<file path="src/rtl/flash_wb_ctrl.sv">
// Wishbone B3 classic slave for a byte-wide parallel NOR flash. Each bus read
// becomes four timed byte reads assembled big-endian; bus writes are acked and dropped.
module flash_wb_ctrl #(
    parameter int WAIT_CYCLES = 4,
    parameter int FLASH_AW    = 22
) (
    input  logic                clk,
    input  logic                rst,
    input  logic                wb_cyc_i,
    input  logic                wb_stb_i,
    input  logic                wb_we_i,
    input  logic [31:0]         wb_adr_i,
    input  logic [3:0]          wb_sel_i,
    input  logic [31:0]         wb_dat_i,
    output logic [31:0]         wb_dat_o,
    output logic                wb_ack_o,
    input  logic [7:0]          flash_data_i,
    output logic [FLASH_AW-1:0] flash_addr_o,
    output logic                flash_ce_o,
    output logic                flash_oe_o,
    output logic                flash_we_o,
    output logic                flash_rst_o
);

    typedef enum logic [1:0] {
        IDLE,
        READ,
        RACK,
        WACK
    } state_t;

    localparam logic [3:0] WAIT_LAST = 4'(WAIT_CYCLES - 1);

    state_t                state;
    state_t                state_nxt;
    logic [3:0]            wait_cnt;
    logic [3:0]            wait_cnt_nxt;
    logic [1:0]            byte_idx;
    logic [1:0]            byte_idx_nxt;
    logic                  ack_nxt;
    logic [31:0]           dat_nxt;
    logic [FLASH_AW-1:0]   addr_nxt;
    logic                  ce_nxt;
    logic                  oe_nxt;
    logic                  req_valid;
    logic                  unused_inputs;

    assign req_valid     = wb_cyc_i & wb_stb_i & ~wb_ack_o;
    assign flash_we_o    = 1'b1;
    assign unused_inputs = ^{wb_sel_i, wb_dat_i, wb_adr_i[31:FLASH_AW], wb_adr_i[1:0]};

    always_ff @(posedge clk or negedge rst) begin
        if (!rst) begin
            state        <= IDLE;
            wait_cnt     <= 4'd0;
            byte_idx     <= 2'd0;
            wb_ack_o     <= 1'b0;
            wb_dat_o     <= 32'd0;
            flash_addr_o <= '0;
            flash_ce_o   <= 1'b1;
            flash_oe_o   <= 1'b1;
            flash_rst_o  <= 1'b0;
        end else begin
            state        <= state_nxt;
            wait_cnt     <= wait_cnt_nxt;
            byte_idx     <= byte_idx_nxt;
            wb_ack_o     <= ack_nxt;
            wb_dat_o     <= dat_nxt;
            flash_addr_o <= addr_nxt;
            flash_ce_o   <= ce_nxt;
            flash_oe_o   <= oe_nxt;
            flash_rst_o  <= 1'b1;
        end
    end

    always_comb begin
        state_nxt    = state;
        wait_cnt_nxt = wait_cnt;
        byte_idx_nxt = byte_idx;
        ack_nxt      = wb_ack_o;
        dat_nxt      = wb_dat_o;
        addr_nxt     = flash_addr_o;
        ce_nxt       = flash_ce_o;
        oe_nxt       = flash_oe_o;

        case (state)
            IDLE: begin
                if (req_valid) begin
                    if (wb_we_i) begin
                        // cyc is known high here, so a write ack is never suppressed
                        state_nxt = WACK;
                        ack_nxt   = 1'b1;
                    end else begin
                        state_nxt    = READ;
                        addr_nxt     = {wb_adr_i[FLASH_AW-1:2], 2'b00};
                        ce_nxt       = 1'b0;
                        oe_nxt       = 1'b0;
                        wait_cnt_nxt = 4'd0;
                        byte_idx_nxt = 2'd0;
                    end
                end
            end

            READ: begin
                // Abort wins over sampling, which also covers ack suppression on the last byte
                if (!wb_cyc_i) begin
                    state_nxt = IDLE;
                    ce_nxt    = 1'b1;
                    oe_nxt    = 1'b1;
                end else if (wait_cnt == WAIT_LAST) begin
                    wait_cnt_nxt = 4'd0;
                    case (byte_idx)
                        2'd0:    dat_nxt[31:24] = flash_data_i;
                        2'd1:    dat_nxt[23:16] = flash_data_i;
                        2'd2:    dat_nxt[15:8]  = flash_data_i;
                        default: dat_nxt[7:0]   = flash_data_i;
                    endcase
                    if (byte_idx == 2'd3) begin
                        state_nxt = RACK;
                        ack_nxt   = 1'b1;
                        ce_nxt    = 1'b1;
                        oe_nxt    = 1'b1;
                    end else begin
                        byte_idx_nxt  = byte_idx + 2'd1;
                        addr_nxt[1:0] = flash_addr_o[1:0] + 2'd1;
                    end
                end else begin
                    wait_cnt_nxt = wait_cnt + 4'd1;
                end
            end

            RACK: begin
                state_nxt = IDLE;
                ack_nxt   = 1'b0;
            end

            WACK: begin
                state_nxt = IDLE;
                ack_nxt   = 1'b0;
            end

            default: state_nxt = IDLE;
        endcase
    end

endmodule

</file>
<file path="config.mk">
export PLATFORM = sky130hd
export DESIGN_NAME = flash_wb_ctrl
export DESIGN_NICKNAME = d
export VERILOG_FILES = /design/src/rtl/flash_wb_ctrl.sv
export SDC_FILE = /design/constraint.sdc
export NUM_CORES = 1
export LEC_CHECK = 0
export BUFFER_PORTS_ARGS = -buffer_cell sky130_fd_sc_hd__buf_2
export CAP_MARGIN = 20
export CORE_ASPECT_RATIO = 0.9
export CORE_MARGIN = 1.5
export CORE_UTILIZATION = 46
export CTS_CLUSTER_SIZE = 8
export DETAILED_ROUTE_END_ITERATION = 8
export GPL_TIMING_DRIVEN = 0
export PLACE_DENSITY = 0.81
export SETUP_SLACK_MARGIN = 0.15
export SKIP_LAST_GASP = 1
export SYNTH_ARGS = -nofsm -noshare
export SYNTH_HDL_FRONTEND = slang
export SYNTH_SLANG_ARGS = --single-unit
export TNS_END_PERCENT = 1
</file>
<file path="constraint.sdc">
create_clock -name clk -period 5.9 [get_ports clk]
set_input_delay 0.59 -clock clk [delete_from_list [all_inputs] [get_ports clk]]
set_output_delay 0.59 -clock clk [all_outputs]
set_load 0.1 [all_outputs]
</file>
==> qor.txt, run 1 <==
status -> completed
initial core utilization -> 48.2%
MaxCap Viol Count -> 0
final period utilization -> 36.0%
clk root buf -> clkbuf_8
Peak VDD IR -> 0.482 mV
yosys synthesis warning count -> 0
die area -> 6470 sq um
Worst setup SP type -> register
CTS resizes -> 0
# port buffers -> 90
1st-pass router iterations -> 4
number of global-route vias before repair -> 1917
crit-path max FO -> 6
total routed wirelength -> 5.63 mm
hold_buf cts -> 0
Clock Skew -> 0.0109 ns
Tmin final -> 2.13 ns
final antenna-violating net count -> 0
vias -> 1868
# setup viols final -> 0
Max Freq -> 470 MHz
RR Startpoint -> byte_idx[0]
final setup TNS -> 0 ns
Worst Reg-to-Reg Cells -> 4
# rows -> 26
crit path DAT -> 2.33 ns
FF+latch count, synth -> 65
hold crit path type -> primary input to asynchronous set/reset pin
total leakage power -> 0.00200 uW
total CTS buffers -> 9
first-pass GRT wire length -> 9.43 mm
NumNets Final -> 376
worst r2r dst -> flash_addr_o[0]
met1 WL -> 2.62 mm
fin. max-slew vios -> 0
Rel. slew slack -> 51.7%
largest net degree at the start of global routing -> 38
wire length on met3 -> 303 um
gr ovfl total -> 0
worst setup path startpoint -> byte_idx[0]
Final Util -> 62.0%
CP Capture Point -> flash_addr_o[0]
Clock Pin Slew Worst Setup and Hold Paths -> 0.08 ns
final hold viol count -> 0
all-layer global routing usage -> 19.0%
Cell Area, Synth -> 2760 sq um
H-tree depth -> 3
Routed WL per cell -> 15.5 um
Layout area overhead -> 28.6%
Crit Path Category -> register to register
post-synthesis area per instance -> 14.8 sq um
Die Y -> 76.5 um
setup bufs post-CTS -> 0
WL met2 -> 2.61 mm
Final HPWL DP -> 4.07 mm
core box area -> 5730 sq um
synthesized instance count -> 186
register area share after synthesis -> 59.0%
layout cell share with drive strength beyond 1 -> 57.5%
initial antenna violation count -> 0
clk_lat worst skew -> 0.34 ns
Netlist cell types -> 34
Sink Count -> 65
n_diodes -> 0
Die Wd -> 84.6 um
crit end category -> register
I/O pins -> 140
DR vias/cell -> 5.13
# fillers -> 445
routability congestion estimate -> 0.833
R2R setup slack -> 3.77 ns
DRT iter0 DRCs -> 85
CTS tree -> built
RSZ-0062 raised after global routing -> no
Pwr Density -> 496 nW/um^2
DR top layer -> met4
drt drc -> 0
Worst Max-Slew Pin Slew -> 0.715 ns
Critical Path RT -> 6.11 ns
Longest Clk Path Bufs -> 2
power by group:
group | total [uW] | switching [uW] | internal (uW)
registers | 586 | 57.0 | 529
logic | 748 | 591 | 157
clock network | 427 | 176 | 251
cells by family after synthesis:
family	synth area share (%)
other cells	0.136
simple gates	6.67
fa+ha+maj	2.72
mux	24.5
compound gates	3.77
flops	59.0
buf+inv	3.13
per-layer routing:
metal	track usage (%)	vias to the layer above
met4	8.87	0
li1	-	868
met3	5.63	9
met2	29.2	55
met5	0	-
met1	24.7	936
critical path, stage by stage, from the launching register on:
cell      delay [ns]
dfrtp_1         0.42
ha_1            0.29
or4b_2          0.67
a221oi_1        0.47
o21ai_0         0.15
sequential cells by signal (all words and copies together) (netlist names):
register      flops
state             2
flash_oe_o        1
flash_addr_o     22
byte_idx          2
wb_dat_o         32
flash_rst_o       1
wait_cnt          4
wb_ack_o          1
cells in the final DEF, fill, tap and decap left out, types with 3 or more instances in the layout:
master	instances
buf_2	92
clkbuf_8	10
dfrtp_1	64
ha_1	6
inv_1	9
mux2_2	33
mux2_4	19
nand2b_1	3
nand3_1	9
nor2_1	3
nor2b_1	3
o211ai_1	3
o21ai_0	3
synth_stat cells (all sizes together):
cell	n	share of area, %
a311oi	1	0.32
nor4bb	1	0.36
or4b	1	0.36
nor3b	2	0.54
a32oi	2	0.64
nor2b	3	0.68
o22ai	2	0.45
clkbuf	1	0.18
a221oi	1	0.32
or3b	1	0.32
a2bb2oi	1	0.32
o211ai	3	0.82
o21ai	3	0.54
nor4b	1	0.32
nand3b	1	0.27
nand3	9	1.6
and3b	1	0.32
inv	9	1.2
ha	6	2.7
nand2b	3	0.68
dfrtp	64	58
nand2	1	0.14
or3	1	0.41
a21oi	2	0.36
nand4	1	0.23
nor2	3	0.41
buf	6	1.7
mux2i	2	0.73
dfstp	1	0.95
mux2	52	24
conb	1	0.14
layout make-up:
type,instances,area [sq um],share of cell area [%]
Sequential cell,65,1630,45.9
Multi-Input combinational cell,106,1050,29.5
Timing Repair Buffer,91,470,13.3
Clock buffer,10,138,3.88
Clock inverter,6,90.1,2.54
Tap cell,70,87.6,2.47
Buffer,7,52.6,1.48
Inverter,9,33.8,0.952
metrics by stage:
step | power (uW) | cells | setup slack, ns | instance area [sq um] | hold WS [ns]
finish | 1760 | 364 | 3.77 | 3550 | 0.262
detailed placement | 1340 | 348 | 3.76 | 3320 | 0.488
CTS | 1770 | 364 | 3.76 | 3550 | 0.270
global route | 1840 | 364 | 3.67 | 3550 | 0.300
global placement | 1330 | 347 | 3.78 | 3300 | 0.483
floorplan | 1220 | 187 | 3.67 | 2760 | 0.294
how the worst min path moves through the flow:
stage                       startpoint  depth (start not counted)           end  slack, ns
after floorplan                    rst                          0   byte_idx[0]       0.29
after global placement    wb_dat_o[31]                          1  wb_dat_o[31]       0.48
after detailed placement  wb_dat_o[24]                          1  wb_dat_o[24]       0.49
after CTS                          rst                          1  wb_dat_o[15]       0.27
after global routing               rst                          1  wb_dat_o[15]       0.30
final                              rst                          1  wb_dat_o[15]       0.26
Note: power is estimated with default switching activity, not from simulation.
==> inputs of run 2 (changes only) <==
--- a/config.mk
+++ b/config.mk
@@ -9,11 +9,11 @@
 export CAP_MARGIN = 20
 export CORE_ASPECT_RATIO = 0.9
 export CORE_MARGIN = 1.5
-export CORE_UTILIZATION = 46
+export CORE_UTILIZATION = 45
 export CTS_CLUSTER_SIZE = 8
 export DETAILED_ROUTE_END_ITERATION = 8
 export GPL_TIMING_DRIVEN = 0
-export PLACE_DENSITY = 0.81
+export PLACE_DENSITY = 0.79
 export SETUP_SLACK_MARGIN = 0.15
 export SKIP_LAST_GASP = 1
 export SYNTH_ARGS = -nofsm -noshare
==> constraint.sdc (replaced) <==
create_clock -name clk -period 2.05 [get_ports clk]
set_input_delay 0.205 -clock clk [delete_from_list [all_inputs] [get_ports clk]]
set_output_delay 0.205 -clock clk [all_outputs]
set_load 0.1 [all_outputs]
==> run 2 against run 1 <==
Net effect:
- setup slack lost 3.7 ns
- critical path type unchanged
- fmax is 9.3% higher
- the flow now finishes with violations (design-rule violations)
- critical endpoint is now wb_dat_o[12]
- sequential power grew to 2.9 times the previous value
==> qor.txt, run 2 (same netlist as run 1, synthesis figures left out) <==
status -> finished, violations left (was completed)
failing checks -> design-rule violations
Rel. slew slack -> 50.3% (was 51.7%)
I/O pins -> 140 (unchanged)
crit-path leading delay family -> simple AND/OR/NAND/NOR gates (unchanged)
drt drc -> 7 (was 0)
Die Y -> 77.3 um (was 76.5 um)
setup bufs post-CTS -> 0 (unchanged)
Max Freq -> 514 MHz (was 470 MHz)
critical path buffer and inverter count -> 1 (was 0)
Tmin final -> 1.95 ns (was 2.13 ns)
total routed wirelength -> 5.61 mm (was 5.63 mm)
NumNets Final -> 377 (was 376)
Critical Path RT -> 2.26 ns (was 6.11 ns)
Crit Path Category -> register to register (unchanged)
DP Cell Count -> 348 (unchanged)
CP cell instances -> ha_1 -> nor3b_1 -> buf_2 -> nand3_1 -> mux2_2 (was ha_1 -> or4b_2 -> a221oi_1 -> o21ai_0)
Routed WL per cell -> 15.4 um (was 15.5 um)
crit path DAT -> 2.16 ns (was 2.33 ns)
fin. max-slew vios -> 0 (unchanged)
1st-pass router iterations -> 8 (was 4)
area of the multi-input gates -> 1070 sq um (was 1050 sq um)
# port buffers -> 90 (unchanged)
Worst setup SP type -> register (unchanged)
Die Wd -> 85.5 um (was 84.6 um)
# setup viols final -> 0 (unchanged)
Non-Filler Instances -> 363 (was 364)
top flop regs -> wb_dat_o (32), flash_addr_o (22), wait_cnt (4) (unchanged)
MaxCap Viol Count -> 0 (unchanged)
RSZ-0062 raised after global routing -> yes (was no)
n_diodes -> 0 (unchanged)
final antenna-violating net count -> 0 (unchanged)
DR vias/cell -> 5.09 (was 5.13)
# fillers -> 469 (was 445)
Slowest-stage cell, CP -> mux2_2 (was or4b_2)
commonest non-fill, non-tap cells in the layout -> buf_2, dfrtp_1, mux2_2 (unchanged)
# rows -> 26 (unchanged)
final hold viol count -> 0 (unchanged)
initial core utilization -> 47.6% (was 48.2%)
clk root buf -> clkbuf_8 (unchanged)
Pwr Density -> 1410 nW/um^2 (was 496 nW/um^2)
total power -> 5050 uW (was 1760 uW)
vias -> 1848 (was 1868)
initial antenna violation count -> 0 (unchanged)
gr ovfl total -> 0 (unchanged)
clk_lat worst skew -> 0.33 ns (was 0.34 ns)
total CTS buffers -> 9 (unchanged)
crit-path max FO -> 9 (was 6)
largest net degree at the start of global routing -> 35 (was 38)
CP peak stage delay -> 0.41 ns (was 0.67 ns)
Final Util -> 61.8% (was 62.0%)
routability congestion estimate -> 0.797 (was 0.833)
total leakage power -> 0.00200 uW (about the same)
first-pass GRT wire length -> 8.96 mm (was 9.43 mm)
all-layer global routing usage -> 17.7% (was 19.0%)
Peak VDD IR -> 0.752 mV (was 0.482 mV)
FF+latch area -> 1630 sq um (about the same)
RR Startpoint -> wait_cnt[0] (was byte_idx[0])
core box area -> 5790 sq um (was 5730 sq um)
Clock Skew -> 0.00676 ns (was 0.0109 ns)
register bank with the most flops -> wb_dat_o (unchanged)
Layout area overhead -> 29.7% (was 28.6%)
crit end category -> register (unchanged)
Worst Max-Slew Pin Slew -> 0.746 ns (was 0.715 ns)
Hold Crit Start -> wb_adr_i[6]
Longest Clk Path Bufs -> 2 (unchanged)
Sink Count -> 65 (unchanged)
Final HPWL DP -> 4.00 mm (was 4.07 mm)
hold crit path type -> primary input to register (was primary input to asynchronous set/reset pin)
worst setup path startpoint -> wait_cnt[0] (was byte_idx[0])
final period utilization -> 94.9% (was 36.0%)
max reg flops -> 32 (unchanged)
Clock Pin Slew Worst Setup and Hold Paths -> 0.07 ns (was 0.08 ns)
H-tree depth -> 3 (unchanged)
number of global-route vias before repair -> 1817 (was 1917)
commonest non-fill, non-tap cell in the layout -> buf_2 (unchanged)
layout cell share with drive strength beyond 1 -> 58.7% (was 57.5%)
die area -> 6610 sq um (was 6470 sq um)
CTS tree -> built (unchanged)
DRT iter0 DRCs -> 83 (was 85)
==> run 2: worst paths after layout <==
path	slack, ns	end	cells past startpoint
worst min register to register	0.50	wb_dat_o[13]	1
min in group asynchronous	0.48	wb_dat_o[25]	2
max in group asynchronous	0.88	flash_oe_o	3
worst max register to register	0.10	wb_dat_o[12]	5
worst min-delay path	0.10	flash_addr_o[6]	2
worst max-delay path	0.10	wb_dat_o[12]	5
==> run 2: per-stage QoR <==
| stage | area (sq um) | hold slack, ns | setup WS [ns] | setup TNS, ns |
|---|---|---|---|---|
| after detailed placement | 3330 | 0.314 | -0.0299 | -0.0842 |
| final | 3580 | 0.102 | 0.104 | 0 |
| after global routing | 3580 | 0.0786 | -0.0172 | -0.0881 |
| after floorplan | 2770 | -0.0906 | 0.0571 | 0 |
| after CTS | 3580 | 0.0832 | 0.117 | 0 |
| after global placement | 3310 | 0.438 | -0.0631 | -0.144 |
==> run 2: timing repair <==
item,4_1_cts,5_1_grt
pin swaps,0,0
cloned,0,0
hold buffers,1,0
setup endpoints to repair,24,47
gates resized for setup,4,0
hold endpoints to repair,31,0
==> run 2: power by group <==
part	internal (uW)	switching (uW)
combinational	461	1710
sequential	1520	164
clock	736	456
==> run 2: area by class of cell <==
cell class | instances | share of cell area [%]
sequential | 65 | 45.6
tap | 70 | 2.45
inverter | 9 | 0.944
timing repair buffer | 92 | 13.4
clock buffer | 11 | 4.23
multi-input combinational | 106 | 30.0
buffer | 7 | 1.47
clock inverter | 3 | 1.82
==> run 2: layer usage <==
metal	track usage [%]	vias up	routed length, um
li1	-	879	-
met1	22.9	908	2480
met2	27.6	54	2730
met3	5.81	7	322
met4	6.77	0	74
met5	0	-	0
==> inputs of run 3 (changes only) <==
--- a/config.mk
+++ b/config.mk
@@ -5,15 +5,16 @@
 export SDC_FILE = /design/constraint.sdc
 export NUM_CORES = 1
 export LEC_CHECK = 0
+export ABC_CLOCK_PERIOD_IN_PS = 1680
 export BUFFER_PORTS_ARGS = -buffer_cell sky130_fd_sc_hd__buf_2
 export CAP_MARGIN = 20
 export CORE_ASPECT_RATIO = 0.9
 export CORE_MARGIN = 1.5
-export CORE_UTILIZATION = 45
+export CORE_UTILIZATION = 41
 export CTS_CLUSTER_SIZE = 8
 export DETAILED_ROUTE_END_ITERATION = 8
 export GPL_TIMING_DRIVEN = 0
-export PLACE_DENSITY = 0.79
+export PLACE_DENSITY = 0.76
 export SETUP_SLACK_MARGIN = 0.15
 export SKIP_LAST_GASP = 1
 export SYNTH_ARGS = -nofsm -noshare
==> constraint.sdc (replaced) <==
create_clock -name clk -period 1.68 [get_ports clk]
set_input_delay 0.168 -clock clk [delete_from_list [all_inputs] [get_ports clk]]
set_output_delay 0.168 -clock clk [all_outputs]
set_load 0.1 [all_outputs]
==> run 3 against run 2 <==
Net effect:
- the flow finishes with violations (negative setup slack)
- sequential power increased by 22%
- total power increased by 19%
- first-iteration DRC count decreased by 59%
- via count increased by 1.4%
- sequential cell count unchanged
- fmax increased by 1.9%
- highest routed layer unchanged
- largest cell class unchanged
==> qor.txt, run 3 (same netlist as run 1, synthesis figures left out) <==
register bank with the most flops -> wb_dat_o (unchanged)
Rel. slew slack -> 52.4% (was 50.3%)
R2R setup slack -> -0.23 ns (was 0.10 ns)
commonest non-fill, non-tap cell in the layout -> buf_2 (unchanged)
hold path cells -> 2 (unchanged)
# port buffers -> 90 (unchanged)
largest net degree at the start of global routing -> 37 (was 35)
Clock Skew -> 0.00643 ns (was 0.00676 ns)
layout cell share with drive strength beyond 1 -> 59.8% (was 58.7%)
Peak VDD IR -> 1.22 mV (was 0.752 mV)
Final HPWL DP -> 4.05 mm (was 4.00 mm)
Sequential Power Share -> 34.1% (was 33.4%)
H-tree depth -> 3 (unchanged)
CP peak stage delay -> 0.48 ns (was 0.41 ns)
WHS Endpoint -> flash_addr_o[15] (was flash_addr_o[6])
fin. max-slew vios -> 0 (unchanged)
Worst Reg-to-Reg Cells -> 4 (was 5)
core box area -> 6550 sq um (was 5790 sq um)
total power -> 6030 uW (was 5050 uW)
Crit Path Category -> register to register (unchanged)
commonest non-fill, non-tap cells in the layout -> buf_2, dfrtp_1, mux2_2 (unchanged)
total leakage power -> 0.00200 uW (about the same)
vias -> 1874 (was 1848)
CTS tree -> built (unchanged)
Worst Max-Slew Pin Slew -> 0.704 ns (was 0.746 ns)
# fillers -> 574 (was 469)
Worst Slack Setup Final -> -0.230 ns (was 0.104 ns)
Worst setup SP type -> register (unchanged)
failing checks -> negative setup slack (was design-rule violations)
RR Startpoint -> wb_ack_o (was wait_cnt[0])
I/O pins -> 140 (unchanged)
NumNets Final -> 378 (was 377)
Die Wd -> 89.5 um (was 85.5 um)
Layout area overhead -> 31.1% (was 29.7%)
clk root buf -> clkbuf_8 (unchanged)
Routed WL per cell -> 14.6 um (was 15.4 um)
Pwr Density -> 1670 nW/um^2 (was 1410 nW/um^2)
final hold viol count -> 0 (unchanged)
FF+latch area -> 1630 sq um (unchanged)
Tmin final -> 1.91 ns (was 1.95 ns)
CP cell instances -> or3b_4 -> or3_4 -> buf_8 -> mux2_4 (was ha_1 -> nor3b_1 -> buf_2 -> nand3_1 -> mux2_2)
Post-Place Worst Slack -> -0.414 ns (was -0.0299 ns)
n_diodes -> 0 (unchanged)
MaxCap Viol Count -> 0 (unchanged)
design area -> 3620 sq um (was 3580 sq um)
RSZ-0062 raised after global routing -> yes (unchanged)
hold crit path type -> primary input to register (unchanged)
all-layer global routing usage -> 16.4% (was 17.7%)
drt drc -> 0 (was 7)
top flop regs -> wb_dat_o (32), flash_addr_o (22), wait_cnt (4) (unchanged)
Max Freq -> 523 MHz (was 514 MHz)
crit path DAT -> 2.12 ns (was 2.16 ns)
Final Util -> 55.2% (was 61.8%)
internal power -> 3150 uW (was 2720 uW)
combinational power share -> 44.1% (was 43.0%)
Sw Share -> 47.8% (was 46.1%)
Slowest-stage cell, CP -> dfrtp_4 (was mux2_2)
crit-path max FO -> 10 (was 9)
Hold Crit Start -> wb_adr_i[15] (was wb_adr_i[6])
max reg flops -> 32 (unchanged)
DRT iter0 DRCs -> 34 (was 83)
total CTS buffers -> 9 (unchanged)
initial core utilization -> 42.1% (was 47.6%)
Post-DP Area -> 3350 sq um (was 3330 sq um)
initial antenna violation count -> 0 (unchanged)
worst r2r dst -> flash_addr_o[3] (was wb_dat_o[12])
gr ovfl total -> 0 (unchanged)
total routed wirelength -> 5.64 mm (was 5.61 mm)
Clock Pin Slew Worst Setup and Hold Paths -> 0.07 ns (about the same)
status -> finished, violations left (unchanged)
Die Y -> 80.8 um (was 77.3 um)
Sink Count -> 65 (unchanged)
final antenna-violating net count -> 0 (unchanged)
Longest Clk Path Bufs -> 2 (unchanged)
die area -> 7230 sq um (was 6610 sq um)
# rows -> 28 (was 26)
crit end category -> register (unchanged)
area of the multi-input gates -> 1090 sq um (was 1070 sq um)
net switching power -> 2880 uW (was 2330 uW)
first-pass GRT wire length -> 8.69 mm (was 8.96 mm)
# setup viols final -> 61 (was 0)
final period utilization -> 114% (was 94.9%)
1st-pass router iterations -> 4 (was 8)
Critical Path RT -> 1.89 ns (was 2.26 ns)
clk_lat worst skew -> 0.33 ns (about the same)
number of global-route vias before repair -> 1788 (was 1817)
DR vias/cell -> 4.85 (was 5.09)
power share of the clock group -> 21.7% (was 23.6%)
routability congestion estimate -> 0.789 (was 0.797)
==> run 3: cell count changes in the layout (fill, tap and decap cells not counted), sizes merged <==
cell      delta
clkinv       +1
buf          +1
bufinv       -1
clkinvlp     +2
==> run 3: worst max-delay path: cells and delay by family, from the launching register on <==
family	cells	cell delay [ns]
flops	1	0.48
mux	1	0.30
buf+inv	1	0.17
simple gates	2	0.83
==> run 3: timing repair <==
item	4_1_cts	5_1_grt
setup endpoints to repair	62	63
pin swaps	1	3
buffers inserted	0	1
endpoints found under the hold margin	29	0
gates resized for setup	7	4
hold buffers	1	0
==> run 3: worst max-delay path by stage <==
| stage | start | end | slack (ns) | depth (start not counted) |
|---|---|---|---|---|
| 3_5_place_dp | byte_idx[0] | byte_idx[0] | -0.41 | 4 |
| 3_3_place_gp | byte_idx[0] | flash_addr_o[0] | -0.41 | 4 |
| 2_1_floorplan | wb_ack_o | flash_addr_o[10] | -0.31 | 4 |
| 6_report | wb_ack_o | flash_addr_o[3] | -0.23 | 4 |
| 4_1_cts | wb_ack_o | flash_addr_o[3] | -0.23 | 4 |
| 5_1_grt | wb_ack_o | flash_addr_o[20] | -0.25 | 4 |
==> run 3: per-stage QoR <==
stage / cells / TNS, ns / hold slack, ns
6_report: 386 / -7.30 / 0.0622
2_1_floorplan: 187 / -6.63 / -0.128
5_1_grt: 386 / -12.37 / 0.0356
3_5_place_dp: 368 / -12.66 / 0.241
4_1_cts: 385 / -8.01 / 0.0463
3_3_place_gp: 367 / -11.53 / 0.401
==> run 3: power by group through the flow <==
stage               clock (uW)  sequential, uW  combinational (uW)
finish                    1310            2060                2660
global route              1430            2100                2770
CTS                       1360            2060                2670
detailed placement           0            2080                2640
global placement             0            2060                2610
floorplan                    0            3730                 542
==> run 3: layout make-up <==
cell class              count  area share (%)
well taps                  90            3.11
plain buffers               7            1.66
repair buffers             93            13.5
clock inverters             5            1.52
flip-flops and latches     65            45.1
clock buffers              11            3.91
inverters                   9           0.934
multi-input cells         106            30.2
==> run 3: metal layers <==
| layer | up-vias | part of all wire [%] | GRT usage, % |
|---|---|---|---|
| met1 | 931 | 48 | 22.1 |
| li1 | 875 | - | - |
| met4 | 0 | 1.4 | 6.31 |
| met3 | 9 | 5.5 | 5.28 |
| met5 | - | 0 | 0 |
| met2 | 59 | 45 | 24.5 |
